<file path="config.mk">
export PLATFORM = sky130hd
export DESIGN_NAME = pipeline_stage_sequencer
export DESIGN_NICKNAME = d
export VERILOG_FILES = /design/src/rtl/pipeline_stage_sequencer_pkg.sv /design/src/rtl/pipeline_stage_sequencer_phase_counter.sv /design/src/rtl/pipeline_stage_sequencer.sv
export SDC_FILE = /design/constraint.sdc
export NUM_CORES = 1
export LEC_CHECK = 0
export ABC_AREA = 1
export CORE_ASPECT_RATIO = 1.25
export CORE_MARGIN = 4
export CORE_UTILIZATION = 37
export DETAILED_ROUTE_END_ITERATION = 8
export GPL_TIMING_DRIVEN = 0
export PLACE_DENSITY = 0.86
export SLEW_MARGIN = 0
export SYNTH_ARGS = -nofsm -noshare
export SYNTH_HDL_FRONTEND = slang
export SYNTH_SLANG_ARGS = --single-unit
</file>
<file path="constraint.sdc">
create_clock -name clk -period 1.7 [get_ports clk]
set_input_delay 0.425 -clock clk [delete_from_list [all_inputs] [get_ports clk]]
set_output_delay 0.425 -clock clk [all_outputs]
set_load 0.01 [all_outputs]
</file>
<file path="src/rtl/pipeline_stage_sequencer_pkg.sv">
// Shared encodings for the pipeline stage sequencer: FSM state codes,
// operating-mode values and a small state-classification helper.
package pipeline_stage_sequencer_pkg;

    localparam logic [2:0] STAGE_SEQ_STATE_INIT     = 3'd0;
    localparam logic [2:0] STAGE_SEQ_STATE_RUN_SEQ  = 3'd1;
    localparam logic [2:0] STAGE_SEQ_STATE_RUN_PIPE = 3'd2;
    localparam logic [2:0] STAGE_SEQ_STATE_DRAIN    = 3'd3;
    localparam logic [2:0] STAGE_SEQ_STATE_HALTED   = 3'd4;

    localparam logic STAGE_SEQ_MODE_SEQUENTIAL = 1'b0;
    localparam logic STAGE_SEQ_MODE_PIPELINED  = 1'b1;

    // True in the states where the core is doing work (performance-counted).
    function automatic logic stage_seq_is_running(input logic [2:0] state);
        return (state == STAGE_SEQ_STATE_RUN_SEQ) ||
               (state == STAGE_SEQ_STATE_RUN_PIPE) ||
               (state == STAGE_SEQ_STATE_DRAIN);
    endfunction

endpackage

</file>
<file path="src/rtl/pipeline_stage_sequencer_phase_counter.sv">
// stage_phase_counter: modulo-COUNT phase counter used by the sequential
// (multi-cycle) mode. Synchronous clear has priority over enable; o_last
// flags the final phase, i.e. the instruction boundary.
module stage_phase_counter #(
    parameter int COUNT = 5,
    parameter int W     = $clog2(COUNT)
) (
    input  logic         clk,
    input  logic         reset_n,
    input  logic         i_clear,
    input  logic         i_en,
    output logic [W-1:0] o_phase,
    output logic         o_last
);

    logic [W-1:0] r_phase;
    logic         w_last;

    assign w_last  = (r_phase == W'(COUNT - 1));
    assign o_phase = r_phase;
    assign o_last  = w_last;

    // Advance the phase and wrap at the boundary.
    always_ff @(posedge clk or negedge reset_n) begin
        if (!reset_n)
            r_phase <= '0;
        else if (i_clear)
            r_phase <= '0;
        else if (i_en)
            r_phase <= w_last ? '0 : r_phase + 1'b1;
    end

endmodule

</file>
<file path="src/rtl/pipeline_stage_sequencer.sv">
// pipeline_stage_sequencer: drives PC / pipeline-register write enables,
// bubble clears and RAM / register-file write strobes, in either
// multi-cycle sequential mode or fully pipelined mode.
// Optional performance counters are built when STAGE_SEQ_PERF_EN is defined;
// otherwise cycle_count / retire_count are tied to zero.
//
// state    | meaning
// INIT     | after reset, choose mode or go straight to HALTED
// RUN_SEQ  | one stage per cycle, phase counter selects the stage
// RUN_PIPE | all stages active, stall / flush / halt handled
// DRAIN    | no new fetches, wait for in-flight instructions to retire
// HALTED   | stopped, all strobes low
module pipeline_stage_sequencer #(
    parameter int STAGE_COUNT = 5,
    parameter int RAM_STAGE   = 3,
    parameter int FLUSH_DEPTH = 2,
    parameter int PERF_WIDTH  = 32
) (
    input  logic                   clk,
    input  logic                   reset_n,
    input  logic                   mode_pipelined,
    input  logic                   stall,
    input  logic                   flush,
    input  logic                   halt,
    output logic                   pc_wren,
    output logic [STAGE_COUNT-2:0] pipe_wren,
    output logic [STAGE_COUNT-2:0] pipe_clear,
    output logic                   ram_wren,
    output logic                   reg_wren,
    output logic [STAGE_COUNT-1:0] stage_valid,
    output logic                   halted,
    output logic [PERF_WIDTH-1:0]  cycle_count,
    output logic [PERF_WIDTH-1:0]  retire_count
);

    import pipeline_stage_sequencer_pkg::*;

    localparam int NREG    = STAGE_COUNT - 1;
    localparam int PHASE_W = $clog2(STAGE_COUNT);
    localparam logic [NREG-1:0] FLUSH_MASK = NREG'((1 << FLUSH_DEPTH) - 1);

    logic [2:0]             r_state;
    logic [2:0]             w_next_state;
    logic                   r_halt_pend;
    logic [STAGE_COUNT-1:1] r_valid;
    logic [STAGE_COUNT-1:0] w_valid;
    logic [PHASE_W-1:0]     w_phase;
    logic                   w_phase_last;
    logic                   w_run_seq;
    logic                   w_run_pipe;
    logic                   w_drain;

    assign w_run_seq  = (r_state == STAGE_SEQ_STATE_RUN_SEQ);
    assign w_run_pipe = (r_state == STAGE_SEQ_STATE_RUN_PIPE);
    assign w_drain    = (r_state == STAGE_SEQ_STATE_DRAIN);

    stage_phase_counter #(
        .COUNT (STAGE_COUNT),
        .W     (PHASE_W)
    ) u_phase (
        .clk     (clk),
        .reset_n (reset_n),
        .i_clear (!w_run_seq),
        .i_en    (w_run_seq),
        .o_phase (w_phase),
        .o_last  (w_phase_last)
    );

    // Strobes, clears and next state from registered state plus same-cycle requests.
    always_comb begin
        w_next_state = r_state;
        w_valid      = '0;
        pc_wren      = 1'b0;
        pipe_wren    = '0;
        pipe_clear   = '0;
        ram_wren     = 1'b0;
        reg_wren     = 1'b0;
        case (r_state)
            STAGE_SEQ_STATE_INIT: begin
                if (halt)
                    w_next_state = STAGE_SEQ_STATE_HALTED;
                else if (mode_pipelined == STAGE_SEQ_MODE_PIPELINED)
                    w_next_state = STAGE_SEQ_STATE_RUN_PIPE;
                else
                    w_next_state = STAGE_SEQ_STATE_RUN_SEQ;
            end
            STAGE_SEQ_STATE_RUN_SEQ: begin
                w_valid  = STAGE_COUNT'(1) << w_phase;
                ram_wren = (w_phase == PHASE_W'(RAM_STAGE));
                if (w_phase_last) begin
                    pc_wren  = 1'b1;
                    reg_wren = 1'b1;
                    if (halt || r_halt_pend)
                        w_next_state = STAGE_SEQ_STATE_HALTED;
                end else begin
                    pipe_wren = NREG'(1) << w_phase;
                end
            end
            STAGE_SEQ_STATE_RUN_PIPE: begin
                w_valid   = {r_valid, 1'b1};
                pc_wren   = 1'b1;
                pipe_wren = '1;
                if (flush) begin
                    pipe_clear = FLUSH_MASK;
                end else if (stall) begin
                    pc_wren       = 1'b0;
                    pipe_wren[0]  = 1'b0;
                    pipe_clear[1] = 1'b1;
                end
                if (halt) begin
                    pc_wren       = 1'b0;
                    pipe_clear[0] = 1'b1;
                    w_next_state  = STAGE_SEQ_STATE_DRAIN;
                end
                ram_wren = w_valid[RAM_STAGE];
                reg_wren = w_valid[STAGE_COUNT-1];
            end
            STAGE_SEQ_STATE_DRAIN: begin
                w_valid    = {r_valid, 1'b0};
                pipe_wren  = '1;
                pipe_clear = flush ? (FLUSH_MASK | NREG'(1)) : NREG'(1);
                ram_wren   = w_valid[RAM_STAGE];
                reg_wren   = w_valid[STAGE_COUNT-1];
                if (r_valid == '0)
                    w_next_state = STAGE_SEQ_STATE_HALTED;
            end
            STAGE_SEQ_STATE_HALTED: begin
                if (!halt)
                    w_next_state = (mode_pipelined == STAGE_SEQ_MODE_PIPELINED) ?
                                   STAGE_SEQ_STATE_RUN_PIPE : STAGE_SEQ_STATE_RUN_SEQ;
            end
            default: w_next_state = STAGE_SEQ_STATE_INIT;
        endcase
    end

    assign stage_valid = w_valid;
    assign halted      = (r_state == STAGE_SEQ_STATE_HALTED);

    // FSM state register.
    always_ff @(posedge clk or negedge reset_n) begin
        if (!reset_n)
            r_state <= STAGE_SEQ_STATE_INIT;
        else
            r_state <= w_next_state;
    end

    // Remember a sequential-mode halt until the instruction boundary.
    always_ff @(posedge clk or negedge reset_n) begin
        if (!reset_n)
            r_halt_pend <= 1'b0;
        else if (w_run_seq && !w_phase_last)
            r_halt_pend <= r_halt_pend | halt;
        else
            r_halt_pend <= 1'b0;
    end

    // Valid bits follow the pipeline registers; bubbles load zero.
    always_ff @(posedge clk or negedge reset_n) begin
        if (!reset_n) begin
            r_valid <= '0;
        end else if (w_run_pipe || w_drain) begin
            for (int k = 0; k < NREG; k++) begin
                if (pipe_wren[k])
                    r_valid[k+1] <= pipe_clear[k] ? 1'b0 : w_valid[k];
            end
        end else begin
            r_valid <= '0;
        end
    end

`ifdef STAGE_SEQ_PERF_EN
    logic [PERF_WIDTH-1:0] r_cycle_count;
    logic [PERF_WIDTH-1:0] r_retire_count;

    // Free-running work and retirement counters, wrapping naturally.
    always_ff @(posedge clk or negedge reset_n) begin
        if (!reset_n) begin
            r_cycle_count  <= '0;
            r_retire_count <= '0;
        end else begin
            if (stage_seq_is_running(r_state))
                r_cycle_count <= r_cycle_count + 1'b1;
            if (reg_wren)
                r_retire_count <= r_retire_count + 1'b1;
        end
    end

    assign cycle_count  = r_cycle_count;
    assign retire_count = r_retire_count;
`else
    assign cycle_count  = '0;
    assign retire_count = '0;
`endif

endmodule
</file>
==> results of run 1 <==
## where the power goes
group / total (uW) / switching (uW) / internal (uW)
Clock: 278 / 116 / 162
Combinational: 1650 / 871 / 778
Sequential: 398 / 75.2 / 323
## synth_stat cells
cell | n | area share [%]
inv_1 | 17 | 4.7
nand2_2 | 1 | 0.46
nor2_1 | 12 | 3.3
o21ai_1 | 3 | 1.1
o22ai_1 | 3 | 1.4
nand3_2 | 2 | 1.5
nor2_8 | 1 | 1.5
nand2_4 | 2 | 1.7
buf_4 | 66 | 37
dfrtp_1 | 11 | 20
nor3_2 | 1 | 0.74
nand2_1 | 30 | 8.3
a21oi_1 | 2 | 0.74
o21ai_0 | 3 | 1.1
nand4_1 | 3 | 1.4
nand3_1 | 6 | 2.2
o21bai_2 | 1 | 0.83
a21o_1 | 1 | 0.55
inv_4 | 1 | 0.46
a31oi_2 | 1 | 0.92
conb_1 | 1 | 0.28
buf_6 | 2 | 1.7
nor2_4 | 1 | 0.83
nand3b_1 | 1 | 0.55
ha_1 | 5 | 4.6
o21bai_4 | 1 | 1.4
inv_2 | 3 | 0.83
## how the worst max path moves through the flow
stage	from	end	slack, ps
finish	r_state[1]$_DFFE_PN0P_	ram_wren	-160
global route	r_state[0]$_DFFE_PN0P_	pipe_clear[1]	-230
CTS	r_state[1]$_DFFE_PN0P_	halted	-120
detailed placement	flush	pc_wren	-670
global placement	flush	pc_wren	-640
floorplan	r_state[2]$_DFFE_PN0P_	pc_wren	200
## flip-flops by register name (all words and copies together) (netlist names)
name             count
r_valid              4
r_state              3
u_phase.o_phase      3
r_halt_pend          1
## routing by layer
metal  GRT usage, %  wire length, um  vias to the layer above  share of wire, %
met5              0                0                        -                 0
met4          13.98              201                        0               5.3
met3          4.130              342                       20               9.0
met1          13.91             1180                      595                31
li1               -                -                      658                 -
met2          28.80             2078                       83                55
## cell families (layout without fill, tap and decap cells)
group / count (synthesis) / in the layout / share of synthesized area, %
flops: 11 / 11 / 20.33
buf+inv: 89 / 140 / 44.27
compound gates: 15 / 15 / 8.040
other cells: 1 / 66 / 0.2770
fa+ha+maj: 5 / 5 / 4.621
simple gates: 60 / 60 / 22.46
## layout make-up
| type | instances | area, sq um | area share, % |
|---|---|---|---|
| multi-input combinational | 146 | 835.8 | 38.37 |
| timing repair buffer | 47 | 366.6 | 16.83 |
| inverter | 21 | 83.83 | 3.848 |
| clock inverter | 1 | 5.005 | 0.2298 |
| buffer | 68 | 518.0 | 23.78 |
| clock buffer | 3 | 41.29 | 1.895 |
| tap | 39 | 48.80 | 2.240 |
| sequential | 11 | 279.0 | 12.81 |
## through the flow
step,hold slack (ps),cells
after floorplan,129.4,246
after global placement,475.1,305
after detailed placement,486.5,305
after CTS,496.8,327
after global routing,538.0,336
final,506.9,336
## critical path, stage by stage, from the launching register on
cell     delay, ps
dfrtp_1        350
buf_6          160
inv_4           50
nor2_4         130
inv_2           60
buf_6          140
o22ai_1        130
buf_2          150
## what timing repair did
| action | 4_1_cts | 5_1_grt |
|---|---|---|
| pin swaps | 7 | 5 |
| setup buffers | 17 | 9 |
| resized for setup | 85 | 21 |
| setup endpoints to repair | 15 | 15 |
| gates cloned | 1 | 0 |
==> flow_metrics.tcl, run 1 <==
set metrics [dict create \
    die_area_sq_mm 0.004697 \
    hold_violations 0 \
    numCtsBuffers 3 \
    die_h_um 75.63 \
    hold_depth 1 \
    worstReg2RegStart "u_phase.o_phase[0]$_DFF_PN0_" \
    drtAntennaViolNets 0 \
    mostFrequentLayoutCells "buf_4, conb_1, nand2_1" \
    via_count 1356 \
    finalWeightedCongestion 0.7943 \
    arrival_ps 1430 \
    wl_per_cell_um 11.32 \
    syn_area_per_cell_sq_um 7.480 \
    rows 24 \
    post-route-min-period_ps 1858 \
    drtIter0Drc 45 \
    post-route-util_pct 62.00 \
    cts_buffer_depth 2 \
    final_area_sq_mm 0.002178 \
    slew_violations 0 \
    endpoint_kind "primary output" \
    post_dp_cell_area_sq_mm 0.001847 \
    maxSlewHeadroom_pct 65.11 \
    violations "setup timing" \
    ff2ff_path_depth 9 \
    fin_crit_sh_pct 109.3 \
    grt_max_degree 12 \
    synth_cell_types 27 \
    grt_pass1_vias 1338 \
    hold_buffers 0 \
    crit_type "flop to primary output" \
    cts_max_level 1 \
    fp.coreArea_sq_mm 0.003513 \
    rrSetupSlack_ps 290 \
    via_per_inst 4.036 \
    ioPinCount 87 \
    firstDrtPassIters 4 \
    max_freq_ghz 0.5382 \
    timing.rr.end "r_state[0]$_DFFE_PN0P_" \
    worst_pin_slew_ps 521.7 \
    drc_errors 0 \
    critPathRequiredTime_ps 1270 \
    cts_tree "yes" \
    cap_violations 0 \
    grt_usage_pct 15.49 \
    crit_path_max_fanout 5 \
    hold_path_end "u_phase.o_phase[0]$_DFF_PN0_" \
    finalPower_uw 2325 \
    synthCells 181 \
    clock_latency_ps 250 \
    rsz0062_at_grt "yes" \
    start_util_pct 38.53 \
    ys_seq_area_share_pct 20.33 \
    drt_wl_total_um 3802 \
    p_per_area_mw_per_mm2 1067 \
    nFillCells 299 \
    ir_worst_vdd_v 0.0005799 \
    port_buffers 20 \
    worstSetupStartpointType "flop" \
    root_buffer "clkbuf_8" \
    finalWorstSetupSlack_ps -158.2 \
    grt_pass1_wl_um 5768 \
    antenna_found_initial 0 \
    cts.sinks 11 \
    status "finished, violations left" \
    dpl_worst_slack_ps -672.6 \
    gr-total-overflow 0 \
    antennaDiodeCount 0 \
    min-delay-start "u_phase.o_phase[0]$_DFF_PN0_" \
    dp_hpwl_um 2350 \
    yosysWarnings 0 \
    fp.dieW_um 62.10 \
    finClkSkew_ps 3.425 \
    drive_above_1_share_pct 52.19 \
    area_growth_pct 60.91 \
    leakagePower_uw 0.001321 \
    synth-seq-cells 11 \
    tns_ps -1423 \
    synth_area_sq_mm 0.001354 \
    setup_violations 14 \
    final_common_cell "buf_4" \
    clk_pin_slew_worst_paths_ps 60 \
    hp-class "flop to flop" \
    fin_nets 309 \
]
Power figures use the tool's default switching activity.
==> inputs of run 2 (changes only) <==
CORE_ASPECT_RATIO = 0.7   (was 1.25)
PLACE_DENSITY = 0.82   (was 0.86)
==> run 2 against run 1 <==
  * The flow still finishes with violations (setup timing)
  * Sequential power down 2%
  * Final cell count up 2.4%
  * Sequential share of layout area up 0.096 points
  * Clock skew down 1.6 ps
  * Worst hold slack better by 7.4 ps
  * Register-to-register slack better by 140 ps
  * Sequential cell count unchanged
  * Clock power down 6%
  * Maximum frequency up 0.88%
  * Critical endpoint is now pc_wren
==> flow_metrics.tcl, run 2 (synthesis gave the netlist of run 1 again) <==
set metrics [dict create \
    dp_hpwl_um 2420 \
    max_freq_ghz 0.5429 \
    cts_tree "yes" \
    ir_worst_vdd_v 0.0004907 \
    largest-register "r_valid" \
    antenna_found_initial 0 \
    via_count 1255 \
    hold_violations 0 \
    finalWorstSetupSlack_ps -142.0 \
    fin_nets 306 \
    drtIter0Drc 51 \
    crit_path_max_fanout 6 \
    grt_max_degree 12 \
    die_area_sq_mm 0.004706 \
    cts.sinks 11 \
    wl_per_cell_um 9.631 \
    area_growth_pct 59.70 \
    firstDrtPassIters 4 \
    grt_pass1_vias 1008 \
    fp.coreArea_sq_mm 0.003513 \
    drt_wl_total_um 3313 \
    fin_crit_sh_pct 108.4 \
    post-route-min-period_ps 1842 \
    violations "setup timing" \
    cap_violations 0 \
    numCtsBuffers 3 \
    cp_slowest_cell "dfrtp_1" \
    port_buffers 20 \
    via_per_inst 3.648 \
    clock_latency_ps 240 \
    drive_above_1_share_pct 52.72 \
    post_dp_cell_area_sq_mm 0.001861 \
    maxSlewHeadroom_pct 64.19 \
    clk_pin_slew_worst_paths_ps 50 \
    slew_violations 0 \
    fp.dieW_um 80.30 \
    endpoint_kind "primary output" \
    grt_usage_pct 12.60 \
    crit_path_max_incr_delay_ps 370 \
    nFillCells 312 \
    cts_buffer_depth 2 \
    regArea_sq_um 279.0 \
    worst_pin_slew_ps 535.5 \
    start_util_pct 38.53 \
    timing.hold.ws_ps 514.4 \
    multi_input_area_sq_um 842.1 \
    worstSetupStartpointType "flop" \
    mostFrequentLayoutCells "buf_4, conb_1, nand2_1" \
    drc_errors 0 \
    crit_type "flop to primary output" \
    die_h_um 58.61 \
    setup_violations 14 \
    gr-total-overflow 0 \
    rows 18 \
    hp-class "flop to flop" \
    cts_max_level 1 \
    ioPinCount 87 \
    finalWeightedCongestion 0.8402 \
    status "finished, violations left" \
    rrSetupSlack_ps 430 \
    critPathRequiredTime_ps 1270 \
    leakagePower_uw 0.001296 \
    finClkSkew_ps 1.818 \
    p_per_area_mw_per_mm2 1069 \
    grt_pass1_wl_um 4629 \
    largest_reg_flops 4 \
    drtAntennaViolNets 0 \
    root_buffer "clkbuf_8" \
    final_area_sq_mm 0.002162 \
    antennaDiodeCount 0 \
    rsz0062_at_grt "yes" \
    arrival_ps 1420 \
    final_common_cell "buf_4" \
    path_cells "buf_6, buf_12, nor2_8, inv_4, o22ai_2, buf_2" \
]
## run 2: final cells by class
type                       instances  area share (%)
multi-input combinational        146           38.95
buffer                            68           23.96
timing repair buffer              44           15.34
sequential                        11           12.91
inverter                          21           3.877
tap                               50           2.894
clock buffer                       4           2.083
## run 2: stage by stage
stage          std cells  util [%]  worst slack (ps)  power [uW]  setup TNS (ps)
2_1_floorplan        246         -             204.1        1193               0
3_3_place_gp         316     52.96            -642.5        1502           -5541
3_5_place_dp         316     52.96            -674.0        1515           -5773
4_1_cts              336     58.16            -90.01        2059          -803.0
5_1_grt              344     61.54            -179.3        2461           -1766
6_report             344     61.54            -142.0        2312          -946.4
## run 2: path summary, 6_finish.rpt
kind | from | depth (start not counted) | to
worst max-delay path | r_state[1]$_DFFE_PN0P_ | 6 | pc_wren
worst min register to register | u_phase.o_phase[0]$_DFF_PN0_ | 1 | u_phase.o_phase[0]$_DFF_PN0_
min in group asynchronous | reset_n | 1 | r_valid[2]$_DFFE_PN0P_
worst max register to register | u_phase.o_phase[0]$_DFF_PN0_ | 8 | r_state[0]$_DFFE_PN0P_
worst min-delay path | u_phase.o_phase[0]$_DFF_PN0_ | 1 | u_phase.o_phase[0]$_DFF_PN0_
max in group asynchronous | reset_n | 1 | u_phase.o_phase[2]$_DFF_PN0_
## run 2: timing repair
| action | in CTS | in global routing |
|---|---|---|
| setup endpoints to repair | 15 | 15 |
| hold buffers | 0 | 0 |
| gates cloned | 1 | 0 |
| pin swaps | 8 | 6 |
| gates resized for setup | 90 | 16 |
| setup buffers | 15 | 8 |
## run 2: power breakdown
| group | internal [uW] | switching [uW] | leakage, uW |
|---|---|---|---|
| combinational | 813 | 848 | 0.00113 |
| sequential | 323 | 67.0 | 0.000145 |
| clock | 165 | 96.7 | 0.0000228 |
| total | 1300 | 1010 | 0.00130 |
## run 2: worst max-delay path: cells and delay by family, from the launching register on
kind                   cells  cell delay [ps]
buffers and inverters      4              500
DFF                        1              370
and+or+nand+nor            1              150
AOI/OAI and AO/OA          1              150
## run 2: metal layers
| layer | vias up | GRT usage [%] | wire [um] |
|---|---|---|---|
| li1 | 654 | - | - |
| met1 | 554 | 14.84 | 1259 |
| met2 | 47 | 23.11 | 1836 |
| met3 | 0 | 4.128 | 217 |
| met4 | 0 | 1.446 | 0 |
| met5 | - | 0 | 0 |
==> inputs of run 3 (changes only) <==
CORE_UTILIZATION = 45   (was 37)
DONT_BUFFER_PORTS = 1   (was not set)
PLACE_DENSITY = not set   (was 0.82)
TNS_END_PERCENT = 10   (was not set)
==> run 3 against run 2 <==
  * The flow still finishes with violations (setup timing)
  * Register-to-register slack worse by 150 ps
  * Setup slack better by 110 ps
  * Utilization up 8.2 points
  * Worst hold slack worse by 170 ps
  * Sequential share of layout area up 1.1 points
  * Clock-buffer cell count unchanged
  * Routed wire length down 7.4%
  * Sequential cell count unchanged
  * Critical path depth down 1
  * Final cell count down 13%
  * Combinational power down 14%
  * Cell area down 8.3%
  * Critical endpoint is now reg_wren
  * Largest cell class is now multi-input gates
==> flow_metrics.tcl, run 3 (synthesis gave the netlist of run 1 again) <==
set metrics [dict create \
    setup_violations 12 \
    finalWeightedCongestion 0.8140 \
    via_count 1151 \
    top_layer "met4" \
    drc_errors 0 \
    crit_path_max_fanout 6 \
    leakagePower_uw 0.001168 \
    fin_crit_sh_pct 101.9 \
    m1WireLength_um 1178 \
    numCtsBuffers 3 \
    cap_violations 0 \
    p_per_area_mw_per_mm2 1044 \
    worst_pin_slew_ps 554.9 \
    via_per_inst 3.837 \
    max_freq_ghz 0.5772 \
    wl_met3_um 381 \
    path_cells "buf_6, buf_12, nor2_8, inv_6, o21ai_2" \
    antennaDiodeCount 0 \
    cp_slowest_cell "dfrtp_1" \
    critPathRequiredTime_ps 1270 \
    post-route-min-period_ps 1733 \
    firstDrtPassIters 4 \
    die_area_sq_mm 0.003964 \
    grt_max_degree 12 \
    grt_pass1_vias 1044 \
    gr-total-overflow 0 \
    hold_violations 0 \
    grt_pass1_wl_um 4650 \
    ir_worst_vdd_v 0.0004618 \
    arrival_ps 1310 \
    start_util_pct 47.62 \
    wl_per_cell_um 10.23 \
    violations "setup timing" \
    rows 16 \
    rsz0062_at_grt "yes" \
    antenna_found_initial 0 \
    mostFrequentLayoutCells "buf_4, conb_1, nand2_1" \
    dp_hpwl_um 2485 \
    hp-class "input port to flop" \
    fin_nets 276 \
    cp_num_buf_inv 3 \
    root_buffer "clkbuf_8" \
    wl_met2_um 1479 \
    finalPower_uw 2070 \
    nFillCells 227 \
    ioPinCount 87 \
    clk_pin_slew_worst_paths_ps 50 \
    clock_latency_ps 240 \
    drive_above_1_share_pct 46.97 \
    tns_ps -237.4 \
    largest-register "r_valid" \
    critPathTopFamily "flip-flops" \
    cts_buffer_depth 2 \
    die_h_um 53.89 \
    crit_type "flop to primary output" \
    worstSetupStartpointType "flop" \
    finalWorstSetupSlack_ps -32.60 \
    grt_usage_pct 15.58 \
    final_common_cell "buf_4" \
    finClkSkew_ps 3.015 \
    drtIter0Drc 16 \
    cts.sinks 11 \
    drtAntennaViolNets 0 \
    slew_violations 0 \
    endpoint_kind "primary output" \
    area_growth_pct 46.40 \
    fp.coreArea_sq_mm 0.002843 \
    status "finished, violations left" \
    drt_wl_total_um 3069 \
    fp.dieW_um 73.56 \
    largest_reg_flops 4 \
    cts_max_level 1 \
    maxSlewHeadroom_pct 62.89 \
    port_buffers 0 \
    crit_path_max_incr_delay_ps 370 \
    cts_tree "yes" \
]
## run 3: what timing repair did
action | CTS | global route
hold buffers | 1 | 0
resized for setup | 39 | 2
pin swaps | 3 | 4
setup endpoints to repair | 14 | 14
buffers inserted | 9 | 4
hold endpoints to repair | 11 | 0
## run 3: layout make-up
cell class | count | area (sq um) | share of cell area [%]
tap | 36 | 45.04 | 2.273
sequential | 11 | 277.8 | 14.02
timing repair buffer | 14 | 132.6 | 6.692
multi-input combinational | 146 | 868.3 | 43.81
buffer | 68 | 526.8 | 26.58
clock buffer | 4 | 45.04 | 2.273
inverter | 21 | 86.33 | 4.356
## run 3: per-stage QoR
stage / instances / util [%] / worst slack [ps] / area [sq um] / hold WS (ps)
after global routing: 300 / 69.72 / -85.60 / 1982 / 352.2
after CTS: 296 / 68.40 / -39.46 / 1944 / 338.8
after detailed placement: 282 / 57.79 / 64.20 / 1643 / 129.8
after global placement: 282 / 57.79 / 63.24 / 1643 / 129.7
final: 300 / 69.72 / -32.60 / 1982 / 345.0
after floorplan: 246 / - / 204.1 / 1598 / 129.4
## run 3: per-layer routing
metal	GRT usage, %	up-vias
met5	0	-
met4	4.518	0
met3	5.784	4
met2	27.21	63
met1	17.97	490
li1	-	594
## run 3: power breakdown
group	switching (uW)	total, uW	internal, uW
combinational	788	1420	631
sequential	60.0	382	323
clock	104	269	165
total	951	2070	1120
## run 3: worst paths after layout
path / start / endpoint / slack [ps] / cells after the start
hold reg to reg: u_phase.o_phase[0]$_DFF_PN0_ / u_phase.o_phase[0]$_DFF_PN0_ / 500 / 1
setup reg to reg: u_phase.o_phase[0]$_DFF_PN0_ / r_state[0]$_DFFE_PN0P_ / 280 / 9
min in group asynchronous: reset_n / r_valid[2]$_DFFE_PN0P_ / 610 / 1
max in group asynchronous: reset_n / r_state[2]$_DFFE_PN0P_ / 690 / 1
setup / recovery: r_state[1]$_DFFE_PN0P_ / reg_wren / -30 / 5
hold / removal: halt / r_state[2]$_DFFE_PN0P_ / 340 / 2
==> variant: new RTL, settings of run 1 <==
The parameter `STAGE_COUNT` goes from 5 to 4.
--- a/src/rtl/pipeline_stage_sequencer.sv
+++ b/src/rtl/pipeline_stage_sequencer.sv
@@ -11,7 +11,7 @@
 // DRAIN    | no new fetches, wait for in-flight instructions to retire
 // HALTED   | stopped, all strobes low
 module pipeline_stage_sequencer #(
-    parameter int STAGE_COUNT = 5,
+    parameter int STAGE_COUNT = 4,
     parameter int RAM_STAGE   = 3,
     parameter int FLUSH_DEPTH = 2,
     parameter int PERF_WIDTH  = 32
Ports: changed (resized pipe_clear, pipe_wren and stage_valid); port bits go from 87 to 84. The function was not compared with the original's and may differ.
==> variant against run 1 <==
The run still ends with setup timing left. Die area decreased by 13%. Sequential share of layout area decreased by 0.42 points. Critical path depth unchanged. Area after synthesis decreased by 15%. Worst setup slack got worse by 20 ps. Total power decreased by 23%. Hold slack got worse by 47 ps. Final cell count decreased by 10%. Wire length decreased by 29%. Design area decreased by 16%. Sequential cell count decreased by 2. First-iteration DRC count decreased by 62%. Critical path type unchanged. Highest routed layer unchanged.
==> variant: results (changes against run 1) <==
Pwr:
- The sum of internal, switching and leakage power was 1.799 mW (was 2.325 mW).
- The net switching power came to 851.4 uW (was 1.063 mW).
- The leakage component of the power came to 1.183 nW (was 1.321 nW).
- The worst-case vdd ir drop was 633.6 uV (was 579.9 uV).

STA:
- The total of endpoints with negative setup slack in the final report is 12 (was 14).
- The hold slack is 460.3 ps (was 506.9 ps).
- The worst setup slack after layout is -178.0 ps (was -158.2 ps).
- The final sum of negative setup slack is -1455 ps (was -1423 ps).
- The worst-case clock skew is 6.012 ps (was 3.425 ps).

Synthesis:
- Synth top cells by count: 67 x buf_4, 30 x nand2_1, 19 x inv_1 (was 66 x buf_4, 30 x nand2_1, 17 x inv_1).
- The count of warnings emitted by yosys is 0 (unchanged).
- The post-synthesis cell type count was 19 (was 27).
- Cell types occupying the most area after synthesis: buf_4 44%, dfrtp_1 20%, nand2_1 9.8% (was buf_4 37%, dfrtp_1 20%, nand2_1 8.3%).
- The synthesized area per cell is 6.927 um2 (was 7.480 um2).
- The share of the yosys chip area belonging to registers was 0.1959 (was 0.2033).

Hold path:
- The path category of the worst min-delay check was in -> async (was reg -> reg).

Global route:
- The overflow left after global routing is 0 (unchanged).
- The number of global-route vias before repair is 1025 (was 1338).
- The wire length of the first global-routing pass is 4098 um (was 5768 um).
- The total global-route track usage is 0.1283 (was 0.1549).
- The met1 track demand over resource in global routing is 0.1265 (was 0.1391).
- The met2 usage was 0.2198 (was 0.2880).

Route:
- The number of DRC markers in iteration 0 is 17 (was 45).
- The detailed-routing wirelength on met1 is 939 um (was 1180 um).
- The detailed-routed wire length on met2 is 1394 um (was 2078 um).
- The routed wire length on met3 came to 284 um (was 342 um).
- The detailed-route wire length came to 2694 um (was 3802 um).
- The total number of vias is 1106 (was 1356).

Cells and area:
- The number of filler instances in the final layout is 290 (was 299).
- The share of cells above drive strength 1 came to 0.4717 (was 0.5219).
- The final instance area came to 1838 um2 (was 2178 um2).

Clocking:
- The root buffer cell is clkbuf_4 (was clkbuf_8).
- The clock latency at the later pin of the worst-skew pair was 270 ps (was 250 ps).

Critical path:
- The data arrival time of the critical path is 1450 ps (was 1430 ps).
- The depth of the worst register-to-register path is 9 (unchanged).
- The startpoint of the worst register-to-register path was r_state[2] (was u_phase.o_phase[0]).
- The critical path's largest stage delay came to 460 ps (was 350 ps).
- The internal reg-to-reg setup slack was 380 ps (was 290 ps).
- The largest fanout on the critical path is 7 (was 5).
- The cell family contributing the most delay on the critical path is buffers and inverters (unchanged).
- The slowest cell on the critical path is dfrtp_2 (was dfrtp_1).

Placement:
- The count of port buffers added during placement is 18 (was 20).
- The placed standard-cell area is 1615 um2 (was 1847 um2).
- The detailed placement HPWL came to 2028 um (was 2350 um).
- The placement-stage worst setup slack came to -553.0 ps (was -672.6 ps).
- The last weighted congestion value of the routability-driven placer is 0.8165 (was 0.7943).
- The post-placement cell count is 284 (was 305).

Run status:
- Run status: finished with violations (unchanged).
- Failing checks: setup timing (unchanged).
-- variant: changes by cell type after synthesis, sizes merged --
cell    delta
a21o       -1
buf        -1
dfrtp      -2
ha         -1
inv        -1
nand2      -1
nand3      -2
nand3b     -1
nand4      -1
nor2       -2
o21bai     -2
-- variant: kinds of logic after synthesis --
group / share of synthesized area
and+or+nand+nor: 0.1980
other: 0.003261
adders and majority gates: 0.04353
DFF: 0.1959
buffers and inverters: 0.5027
AOI/OAI and AO/OA: 0.05659
-- variant: layout make-up --
type                            instances  area share
Multi-Input combinational cell        134      0.3819
Buffer                                 67      0.2757
Timing Repair Buffer                   31      0.1334
Sequential cell                         9      0.1239
Inverter                               20     0.04629
Tap cell                               36     0.02451
Clock buffer                            4     0.01430
-- variant: timing repair --
item / CTS / global route
hold endpoints to repair: 0 / 0
hold buffers: 0 / 0
setup endpoints to repair: 13 / 13
pin swaps: 12 / 9
resized for setup: 82 / 19
setup buffers: 11 / 2
